[config.mk]
export PLATFORM = sky130hd
export DESIGN_NAME = pipe_ctrl_flat
export DESIGN_NICKNAME = d
export VERILOG_FILES = /design/src/rtl/pipe_ctrl_if.sv /design/src/rtl/pipe_ctrl.sv /design/src/flat_wrapper.sv
export SDC_FILE = /design/constraint.sdc
export NUM_CORES = 1
export LEC_CHECK = 0
export ABC_AREA = 1
export CELL_PAD_IN_SITES_DETAIL_PLACEMENT = 1
export CELL_PAD_IN_SITES_GLOBAL_PLACEMENT = 1
export CORE_MARGIN = 2
export CORE_UTILIZATION = 35
export CTS_CLUSTER_DIAMETER = 40
export DETAILED_ROUTE_END_ITERATION = 16
export PLACE_DENSITY = 0.95
export SLEW_MARGIN = 10
export SYNTH_ARGS = -nofsm -noshare
export SYNTH_HDL_FRONTEND = slang
export SYNTH_SLANG_ARGS = --single-unit
[constraint.sdc]
create_clock -name clk -period 4.9 [get_ports clk]
set_input_delay 0.98 -clock clk [delete_from_list [all_inputs] [get_ports clk]]
set_output_delay 0.98 -clock clk [all_outputs]
set_load 0.02 [all_outputs]
[src/rtl/pipe_ctrl_if.sv]
// pipe_ctrl_if: request and control signals between the pipeline stages and pipe_ctrl.
// The master side issues stall/multi-cycle/exception requests; the slave is the controller.
interface pipe_ctrl_if #(
   parameter int MC_W  = 5,
   parameter int CNT_W = 16
);
   logic             stallreq_id;
   logic             stallreq_ex;
   logic             mc_start;
   logic [MC_W-1:0]  mc_cycles;
   logic             excp_valid;
   logic [31:0]      excp_handler;
   logic             stall_cnt_clr;
   logic [5:0]       stall;
   logic             flush;
   logic [31:0]      new_pc;
   logic             mc_done;
   logic [CNT_W-1:0] stall_cnt;

   modport master (
      output stallreq_id, stallreq_ex, mc_start, mc_cycles, excp_valid, excp_handler, stall_cnt_clr,
      input  stall, flush, new_pc, mc_done, stall_cnt
   );

   modport slave (
      input  stallreq_id, stallreq_ex, mc_start, mc_cycles, excp_valid, excp_handler, stall_cnt_clr,
      output stall, flush, new_pc, mc_done, stall_cnt
   );
endinterface

[src/rtl/pipe_ctrl.sv]
// pipe_ctrl: stall arbitration, multi-cycle countdown, registered exception flush and stall counter.
// stall/mc_done are combinational; flush/new_pc/stall_cnt are registered.
module pipe_ctrl #(
   parameter int MC_W  = 5,
   parameter int CNT_W = 16
) (
   input logic        clk,
   input logic        rst,
   pipe_ctrl_if.slave bus
);
   typedef enum logic [1:0] {RUN, MC_WAIT, FLUSH} state_t;

   localparam logic [5:0] EX_S = 6'b001111;
   localparam logic [5:0] ID_S = 6'b000111;

   state_t           state, state_nx;
   logic [MC_W-1:0]  cnt, cnt_nx;
   logic [5:0]       stall_c;
   logic             done_c;
   logic             cap;
   logic             flush;
   logic [31:0]      new_pc;
   logic [CNT_W-1:0] stall_cnt;

   always_comb begin
      state_nx = state;
      cnt_nx   = cnt;
      stall_c  = '0;
      done_c   = 1'b0;
      cap      = 1'b0;
      if (state == RUN) begin
         if (bus.excp_valid) begin
            cap      = 1'b1;
            state_nx = FLUSH;
         end else if (bus.mc_start && bus.mc_cycles > MC_W'(1)) begin
            stall_c  = EX_S;
            cnt_nx   = bus.mc_cycles - MC_W'(1);
            state_nx = MC_WAIT;
         end else if (bus.mc_start && bus.mc_cycles == MC_W'(1)) begin
            stall_c = EX_S;
            done_c  = 1'b1;
         end else begin
            stall_c = bus.stallreq_ex ? EX_S : bus.stallreq_id ? ID_S : 6'b000000;
         end
      end else if (state == MC_WAIT) begin
         if (bus.excp_valid) begin
            cap      = 1'b1;
            state_nx = FLUSH;
         end else begin
            stall_c  = EX_S;
            cnt_nx   = cnt - MC_W'(1);
            done_c   = (cnt == MC_W'(1));
            state_nx = done_c ? RUN : MC_WAIT;
         end
      end else begin
         state_nx = RUN;
      end
   end

   // Reset overrides the combinational outputs so nothing leaks while rst is high.
   assign bus.stall     = rst ? 6'b000000 : stall_c;
   assign bus.mc_done   = ~rst & done_c;
   assign bus.flush     = flush;
   assign bus.new_pc    = new_pc;
   assign bus.stall_cnt = stall_cnt;

   always_ff @(posedge clk or posedge rst) begin
      if (rst) begin
         state     <= RUN;
         cnt       <= '0;
         flush     <= 1'b0;
         new_pc    <= '0;
         stall_cnt <= '0;
      end else begin
         state <= state_nx;
         cnt   <= cnt_nx;
         flush <= cap;
         if (cap)
            new_pc <= bus.excp_handler;
         if (bus.stall_cnt_clr)
            stall_cnt <= '0;
         else if (stall_c[0] && stall_cnt != '1)
            stall_cnt <= stall_cnt + 1'b1;
      end
   end
endmodule

[src/flat_wrapper.sv]
// flat-port wrapper written by rule: the top's interface ports become plain ports
module pipe_ctrl_flat 
#(
   parameter int MC_W  = 5,
   parameter int CNT_W = 16
)
  (clk, rst, bus_stallreq_id, bus_stallreq_ex, bus_mc_start, bus_mc_cycles, bus_excp_valid, bus_excp_handler, bus_stall_cnt_clr, bus_stall, bus_flush, bus_new_pc, bus_mc_done, bus_stall_cnt);
  pipe_ctrl_if #(.MC_W(MC_W), .CNT_W(CNT_W)) bus_i ();
  input logic clk;
  input logic rst;
  input wire logic [$bits(bus_i.stallreq_id)-1:0] bus_stallreq_id;
  input wire logic [$bits(bus_i.stallreq_ex)-1:0] bus_stallreq_ex;
  input wire logic [$bits(bus_i.mc_start)-1:0] bus_mc_start;
  input wire logic [$bits(bus_i.mc_cycles)-1:0] bus_mc_cycles;
  input wire logic [$bits(bus_i.excp_valid)-1:0] bus_excp_valid;
  input wire logic [$bits(bus_i.excp_handler)-1:0] bus_excp_handler;
  input wire logic [$bits(bus_i.stall_cnt_clr)-1:0] bus_stall_cnt_clr;
  output wire logic [$bits(bus_i.stall)-1:0] bus_stall;
  output wire logic [$bits(bus_i.flush)-1:0] bus_flush;
  output wire logic [$bits(bus_i.new_pc)-1:0] bus_new_pc;
  output wire logic [$bits(bus_i.mc_done)-1:0] bus_mc_done;
  output wire logic [$bits(bus_i.stall_cnt)-1:0] bus_stall_cnt;
  assign bus_i.stallreq_id = bus_stallreq_id;
  assign bus_i.stallreq_ex = bus_stallreq_ex;
  assign bus_i.mc_start = bus_mc_start;
  assign bus_i.mc_cycles = bus_mc_cycles;
  assign bus_i.excp_valid = bus_excp_valid;
  assign bus_i.excp_handler = bus_excp_handler;
  assign bus_i.stall_cnt_clr = bus_stall_cnt_clr;
  assign bus_stall = bus_i.stall;
  assign bus_flush = bus_i.flush;
  assign bus_new_pc = bus_i.new_pc;
  assign bus_mc_done = bus_i.mc_done;
  assign bus_stall_cnt = bus_i.stall_cnt;
  pipe_ctrl #(.MC_W(MC_W), .CNT_W(CNT_W)) u_core (.clk(clk), .rst(rst), .bus(bus_i));
endmodule
* Word-level counts from Yosys, hierarchy flattened *
Cells that the tools add are included.

cells by class
  add/sub/neg operators = 3
  $lt $le $gt $ge = 1
  equality and inequality tests = 8
  muxes and demuxes = 31
  bitwise logic cells = 2
  reduce and logical (&&, ||, !) cells = 7

operators with widths
  operator                                                                         number
  6-bit two-way mux                                                                7
  16-bit two-way mux                                                               2
  5-bit two-way mux                                                                5
  16-bit by 1-bit adder with 16-bit output, second input constant                  1
  16-bit inequality test, second input constant                                    1
  5-bit by 1-bit == test with 1-bit output, second input constant                  2
  1-bit two-way mux                                                                10
  2-bit two-way mux                                                                5
  5-bit by 1-bit subtractor with 5-bit output, second input constant               2
  2-bit inequality test, second input constant                                     3
  5-bit by 1-bit greater-than comparator with 1-bit output, second input constant  1
  4-bit two-way mux                                                                1
  4-bit AND reduction                                                              1
  2-bit nonzero test                                                               2
  1-bit logical AND                                                                3
  3-bit two-way mux                                                                1
  3-bit inequality test, second input constant                                     1
  2-bit by 1-bit == test with 1-bit output, second input constant                  1
  2-bit logical NOT                                                                1
  1-bit bitwise AND                                                                1
  1-bit inverter                                                                   1

storage, ports and cells
  register bits after elaboration = 56
  input bits = 44
  output and inout port bits = 56
  logic and storage cells = 57

* Longest topological paths before layout *
Gate-level depths: netlist (run 1).

  depth after elaboration = 9
  depth in mapped cells = 13
  depth with buffers taken out = 12

* Worst setup path after synthesis (run 1) *
No wires, ideal clock.

  path type = input port to output port
  from = input bus_mc_cycles[1]
  to = output bus_mc_done
  arrival time = 1.996 ns
  required time = 3.920 ns
  slack = 1.924 ns
  stages on the path = 8
  buffers on the path = 0
  cell sequence = inv_1 > ha_1 > inv_1 > nor2_1 > nand3_1 > inv_1 > nand2_1 > a21boi_0

on the way
  longest elaborated chain between the ends = 7
  elaborated cells between the ends (all ways) = 9
  classes of those cells = 1 x order compare; 1 x eq/ne; 4 x mux; 1 x bitwise; 2 x reduce/logical

RTL lines
  what                                                                                              RTL line            source
  start, declared                                                                                   flat_wrapper.sv:14  input wire logic [$bits(bus_i.mc_cycles)-1:0] bus_mc_cycles;
  branches (longest 3 deep; another with 5-bit by 1-bit greater-than comparator with 1-bit output)  --
  1-bit two-way mux *                                                                               pipe_ctrl.sv:35     end else if (bus.mc_start && bus.mc_cycles > MC_W'(1)) begin
  1-bit two-way mux *                                                                               pipe_ctrl.sv:32     if (bus.excp_valid) begin
  1-bit two-way mux *                                                                               pipe_ctrl.sv:31     if (state == RUN) begin
  1-bit bitwise AND *                                                                               pipe_ctrl.sv:62     assign bus.mc_done = ~rst & done_c;
  end, declared                                                                                     flat_wrapper.sv:21  output wire logic [$bits(bus_i.mc_done)-1:0] bus_mc_done;

Every way passes the cells marked *.

* Worst setup path after layout (run 1) *
  from = input bus_mc_cycles[1]
  to = output bus_stall[1]

on the way
  longest elaborated chain between the ends = 7
  elaborated cells between the ends (all ways) = 9
  classes of those cells = 1 x order compare; 1 x eq/ne; 5 x mux; 2 x reduce/logical

RTL lines
  what                                                                                              RTL line            source
  branches (longest 3 deep; another with 5-bit by 1-bit greater-than comparator with 1-bit output)  --
  6-bit two-way mux *                                                                               pipe_ctrl.sv:35
  6-bit two-way mux *                                                                               pipe_ctrl.sv:32
  6-bit two-way mux *                                                                               pipe_ctrl.sv:31
  6-bit two-way mux *                                                                               pipe_ctrl.sv:61     assign bus.stall = rst ? 6'b000000 : stall_c;
  end, declared                                                                                     flat_wrapper.sv:18  output wire logic [$bits(bus_i.stall)-1:0] bus_stall;

Marked as above.

==> flow_metrics.tcl, run 1 <==
set metrics [dict create \
    status "finished, final reports clean" \
    grt_pass1_vias 2896 \
    cts_htree_levels 2 \
    multi_input_area_um2 1390 \
    dpl.hpwl_um 6310 \
    clock_skew_ns 0.0131 \
    endpoint_kind "output port" \
    initial_core_util_pct 36.2 \
    finalHoldViolCount 0 \
    cts_tree "done" \
    yosysMostFrequentCell "nand2_1" \
    setup_tns_ns 0 \
    clk_path_buf_depth 2 \
    slew_headroom_pct 52.8 \
    setup_violations 0 \
    grt.total_usage_pct 18.5 \
    rsz0062_at_grt "no" \
    antenna_found_initial 0 \
    core-area_um2 8260 \
    routedWlPerCell_um 14.6 \
    firstDrtPassIters 4 \
    post-cts-setup-buffers 0 \
    die_x_um 96.4 \
    min_period_ns 3.90 \
    placed_area_um2 4010 \
    drtAntennaViolNets 0 \
    crit_type "input pin to output port" \
    design.die.area_um2 9290 \
    syn_inst 377 \
    netlist.area_leader.share_pct 46.9 \
    pwr_density_cell_nw_per_um2 275 \
    ys_async_sr_fraction_pct 100 \
    synth-seq-cells 56 \
    nets 517 \
    cts_buffers 5 \
    fillCellCount 1011 \
    cts_root_buffer "clkbuf_8" \
    drive_gt1_share_pct 9.38 \
    grt_max_degree 35 \
    critPathLaunchType "input pin" \
    ys.flop_type "dfrtp_1" \
    syn_area_um2 2990 \
    insertedDiodeCount 0 \
    worst-endpoint-required_ns 3.92 \
    drc_errors 0 \
    worst_slew_pin_slew_ns 0.705 \
    seq_area_um2 1400 \
    routed_wl_um 8410 \
    postCtsHoldBufs 0 \
    vias_per_cell 4.84 \
    areaGrowthSynthToFinish_pct 37.1 \
    syn_area_per_cell_um2 7.93 \
    yosysTopAreaCell "dfrtp_1" \
    synth_cell_type_count 37 \
    whs_ns 0.487 \
    grt_pass1_wl_um 13600 \
    port_buffers 97 \
    fmax_mhz 256 \
    p_total_mw 1.12 \
    cts_resized 0 \
    cts_sinks 56 \
    rows 33 \
    finalCritPeriodShare_pct 79.6 \
    synth-edff-count 0 \
    cp_data_arrival_time_ns 2.92 \
    vias 2781 \
    clk_pin_slew_worst_paths_ns 0.10 \
    maxCapViolCount 0 \
    p_leak_nw 1.96 \
    routabilityCongestion 0.893 \
    drv_slew 0 \
    synthTopCellsByCount "140 x nand2_1, 56 x dfrtp_1, 34 x nor2_1" \
    ios 100 \
    worstPathMaxFanout 3 \
    die_height_um 96.4 \
    detail_route.iter0.violations 134 \
    seq_area_frac_synth_pct 46.9 \
    post-route-util_pct 49.6 \
    design_area_um2 4100 \
    synth_top_cells_by_area "dfrtp_1 47%, nand2_1 18%, nor2_1 4.3%, nand2_2 4.2%, nand3_1 3.9%" \
    ys.warnings.count 0 \
    grt-ovfl-total 0 \
    vdd_drop_max_uv 142 \
    hold_class "register to register" \
    insertion_delay_ns 0.30 \
]
==> final timing paths <==
| path | start | to | slack (ns) | cells after the start |
|---|---|---|---|---|
| min in group asynchronous | rst | u_core.bus.stall_cnt[7]$_DFFE_PP0P_ | 1.14 | 2 |
| max reg2reg | u_core.bus.stall_cnt[0]$_DFFE_PP0P_ | u_core.bus.stall_cnt[7]$_DFFE_PP0P_ | 3.08 | 8 |
| max in group asynchronous | rst | u_core.cnt[4]$_DFFE_PP0P_ | 2.94 | 3 |
| min | u_core.bus.new_pc[24]$_DFFE_PP0P_ | u_core.bus.new_pc[24]$_DFFE_PP0P_ | 0.49 | 2 |
| max | bus_mc_cycles[1] | bus_stall[1] | 1.00 | 12 |
| min reg2reg | u_core.bus.new_pc[24]$_DFFE_PP0P_ | u_core.bus.new_pc[24]$_DFFE_PP0P_ | 0.49 | 2 |
==> power by group <==
group | switching (mW) | internal (mW)
Combinational | 0.177 | 0.146
Sequential | 0.0395 | 0.515
Clock | 0.145 | 0.103
==> cells by family (layout without fill, tap and decap cells) <==
group           count (synthesis)  count (layout)  share of synthesized area [%]
compound gates                 23              23                           4.65
xor+xnor                       10              10                           2.93
fa+ha+maj                       5               5                           2.09
buf+inv                        44             135                           6.78
flops                          56              56                           46.9
other cells                     1               2                          0.126
simple gates                  238             238                           36.5
==> registers in the layout (all words and copies together), names as in the netlist <==
name,count
u_core.bus.new_pc,32
u_core.bus.stall_cnt,16
u_core.cnt,5
u_core.bus.flush,1
u_core.state,2
==> layout make-up <==
type / count / area share (%)
multi-input cells: 278 / 33.9
repair buffers: 99 / 24.1
clock inverters: 1 / 0.214
clock buffers: 7 / 1.86
well taps: 105 / 3.21
flip-flops and latches: 56 / 34.2
inverters: 28 / 2.57
==> layer usage <==
metal,global-route usage [%],vias up,wire length [um]
met3,2.87,4,336
met1,23.0,1369,3560
met4,4.34,0,72
li1,-,1340,-
met5,0,-,0
met2,33.8,68,4440
==> through the flow <==
step | worst slack, ns | cells
6_report | 1.00 | 574
3_3_place_gp | 1.10 | 566
5_1_grt | 0.861 | 574
3_5_place_dp | 1.02 | 566
2_1_floorplan | 1.92 | 378
4_1_cts | 0.999 | 574
==> layout by cell type, fill, tap and decap left out, drive strengths merged, types with 2 or more instances in the layout <==
master / n
o21ai: 11
nand3: 29
o21bai: 3
clkbuf: 7
nor3: 3
inv: 27
conb: 2
ha: 5
clkinv: 2
xor2: 8
nor2: 38
clkdlybuf4s50: 97
dfrtp: 56
xnor2: 2
buf: 2
a21oi: 4
nand4: 4
or2: 2
nand2: 161
==> worst max-delay path: stages <==
cell	delay [ns]
clkdlybuf4s50_1	0.42
inv_1	0.09
ha_1	0.15
inv_1	0.04
nor2_1	0.13
nand3_1	0.13
nand2_1	0.09
inv_1	0.05
nand3_2	0.09
nand2_1	0.07
inv_1	0.08
clkdlybuf4s50_1	0.60
Note: power is estimated with default switching activity, not from simulation.
==> run 2: changes to the inputs <==
--- a/config.mk
+++ b/config.mk
@@ -9,10 +9,10 @@
 export CELL_PAD_IN_SITES_DETAIL_PLACEMENT = 1
 export CELL_PAD_IN_SITES_GLOBAL_PLACEMENT = 1
 export CORE_MARGIN = 2
-export CORE_UTILIZATION = 35
+export CORE_UTILIZATION = 33
 export CTS_CLUSTER_DIAMETER = 40
 export DETAILED_ROUTE_END_ITERATION = 16
-export PLACE_DENSITY = 0.95
+export PLACE_DENSITY = 0.92
 export SLEW_MARGIN = 10
 export SYNTH_ARGS = -nofsm -noshare
 export SYNTH_HDL_FRONTEND = slang
==> constraint.sdc (replaced) <==
create_clock -name clk -period 4.02 [get_ports clk]
set_input_delay 0.804 -clock clk [delete_from_list [all_inputs] [get_ports clk]]
set_output_delay 0.804 -clock clk [all_outputs]
set_load 0.02 [all_outputs]
==> run 2 against run 1 <==
Global-route usage is 0.93 points lower. Clock skew about the same. Critical endpoint is now bus_stall[0]. Sequential power up 22%. Via count is 0.68% higher. Largest cell class unchanged. Cell count grew 1.0%. Core utilization down 2.5 points. Count of clock-buffer cells in the layout fell by 1. Sequential cell count is the same. Clock power grew 25%.
==> flow_metrics.tcl, run 2 (synthesized netlist as in run 1, its figures left out) <==
set metrics [dict create \
    dpl.hpwl_um 6370 \
    layout_commonest_cell "nand2_1" \
    regMostFlops "u_core.bus.new_pc" \
    fin_ws_ns 0.500 \
    grt_max_degree 35 \
    cp_data_arrival_time_ns 2.72 \
    placed_area_um2 4040 \
    cts_htree_levels 2 \
    drc_errors 0 \
    initial_core_util_pct 34.1 \
    multi_input_area_um2 1390 \
    slew_headroom_pct 62.3 \
    slowest_stage "clkdlybuf4s50_1" \
    pwr_density_cell_nw_per_um2 335 \
    mostFrequentLayoutCells "140 x nand2_1, 97 x clkdlybuf4s50_1, 56 x dfrtp_1" \
    routedWlPerCell_um 14.6 \
    postCtsHoldBufs 0 \
    r2r_slack_ns 2.16 \
    core-area_um2 8760 \
    worst_path_largest_cell_delay_ns 0.61 \
    worstPathMaxFanout 3 \
    cts_sinks 56 \
    die_height_um 99.2 \
    endpoint_kind "output port" \
    cts_buffers 5 \
    crit_top_cell "inv_1" \
    die_x_um 99.2 \
    r2r-start "u_core.bus.stall_cnt[0]$_DFFE_PP0P_" \
    post-place-ws_ns 0.479 \
    fmax_mhz 284 \
    drv_slew 0 \
    rows 34 \
    largest_reg_flops 32 \
    crit_type "input pin to output port" \
    design_area_um2 4120 \
    path_cells "clkdlybuf4s50_1, inv_1, ha_1, inv_1, nor2_1, nand2_1, nand3_2, nand3_2, nand2_1, inv_1, clkdlybuf4s50_1" \
    maxCapViolCount 0 \
    critPathLaunch "bus_mc_cycles[1]" \
    nets 520 \
    p_leak_nw 1.97 \
    routed_wl_um 8490 \
    clk_path_buf_depth 2 \
    vias 2800 \
    drtAntennaViolNets 0 \
    insertedDiodeCount 0 \
    setup_violations 0 \
    r2r_cells 8 \
    hold_class "register to register" \
    min_period_ns 3.52 \
    vdd_drop_max_uv 173 \
    setup_tns_ns 0 \
    ios 100 \
    grt_pass1_vias 3039 \
    top_regs "u_core.bus.new_pc (32), u_core.bus.stall_cnt (16), u_core.cnt (5)" \
    insertion_delay_ns 0.30 \
    routabilityCongestion 0.841 \
    post-cts-setup-buffers 0 \
    fillCellCount 1064 \
    grt-ovfl-total 0 \
    seq_area_um2 1400 \
    design.die.area_um2 9830 \
    clk_pin_slew_worst_paths_ns 0.10 \
    cts_resized 0 \
    detail_route.iter0.violations 120 \
    cts_tree "done" \
    finalHoldViolCount 0 \
    crit_end "bus_stall[0]" \
    drive_gt1_share_pct 10.2 \
    grt.total_usage_pct 17.6 \
    vias_per_cell 4.83 \
    critPathLaunchType "input pin" \
    grt_pass1_wl_um 14300 \
    clock_skew_ns 0.0135 \
    port_buffers 97 \
    worst_slew_pin_slew_ns 0.565 \
    rsz0062_at_grt "no" \
    firstDrtPassIters 4 \
    areaGrowthSynthToFinish_pct 38.0 \
    status "finished, final reports clean" \
    timing.rr.end "u_core.bus.stall_cnt[10]$_DFFE_PP0P_" \
    antenna_found_initial 0 \
    cts_root_buffer "clkbuf_8" \
    worst-endpoint-required_ns 3.22 \
    finalCritPeriodShare_pct 87.6 \
]
-- run 2: worst min path at each step --
stage	start	to	slack [ns]	cells past startpoint
finish	u_core.bus.new_pc[0]$_DFFE_PP0P_	u_core.bus.new_pc[0]$_DFFE_PP0P_	0.49	2
global route	u_core.bus.new_pc[1]$_DFFE_PP0P_	u_core.bus.new_pc[1]$_DFFE_PP0P_	0.52	2
CTS	u_core.bus.new_pc[0]$_DFFE_PP0P_	u_core.bus.new_pc[0]$_DFFE_PP0P_	0.49	2
detailed placement	u_core.bus.new_pc[0]$_DFFE_PP0P_	u_core.bus.new_pc[0]$_DFFE_PP0P_	0.47	2
global placement	u_core.bus.new_pc[1]$_DFFE_PP0P_	u_core.bus.new_pc[1]$_DFFE_PP0P_	0.46	2
floorplan	u_core.cnt[2]$_DFFE_PP0P_	u_core.cnt[2]$_DFFE_PP0P_	0.48	2
-- run 2: final cells by class --
cell class,count,share of cell area [%]
Clock buffer,6,1.76
Clock inverter,2,0.334
Inverter,28,2.55
Multi-Input combinational cell,278,33.6
Sequential cell,56,34.0
Tap cell,108,3.28
Timing Repair Buffer,102,24.5
-- run 2: metal layers --
metal / track usage (%) / up-vias / part of all wire (%)
met5: 0 / - / 0
met4: 4.21 / 0 / 1.1
met3: 2.95 / 8 / 3.6
met2: 32.2 / 55 / 52
met1: 21.6 / 1387 / 43
li1: - / 1350 / -
-- run 2: metrics by stage --
stage                     power [mW]  hold slack [ns]  utilization (%)  cells
final                           1.38            0.486             47.1    580
after CTS                       1.41            0.494             47.1    580
after floorplan                0.891            0.480                -    378
after detailed placement        1.09            0.466             46.1    572
after global routing            1.47            0.518             47.1    580
after global placement          1.07            0.461             46.1    572
-- run 2: power breakdown --
| part | switching (mW) | internal, mW |
|---|---|---|
| Clock | 0.184 | 0.125 |
| Combinational | 0.218 | 0.180 |
| Sequential | 0.0473 | 0.627 |
| Total | 0.449 | 0.933 |
-- run 2: critical path, delay by kind of cell --
family / cells / cell delay, ns
buffers and inverters: 5 / 1.30
adder cells (fa/ha/maj): 1 / 0.17
AND/OR/NAND/NOR: 5 / 0.42
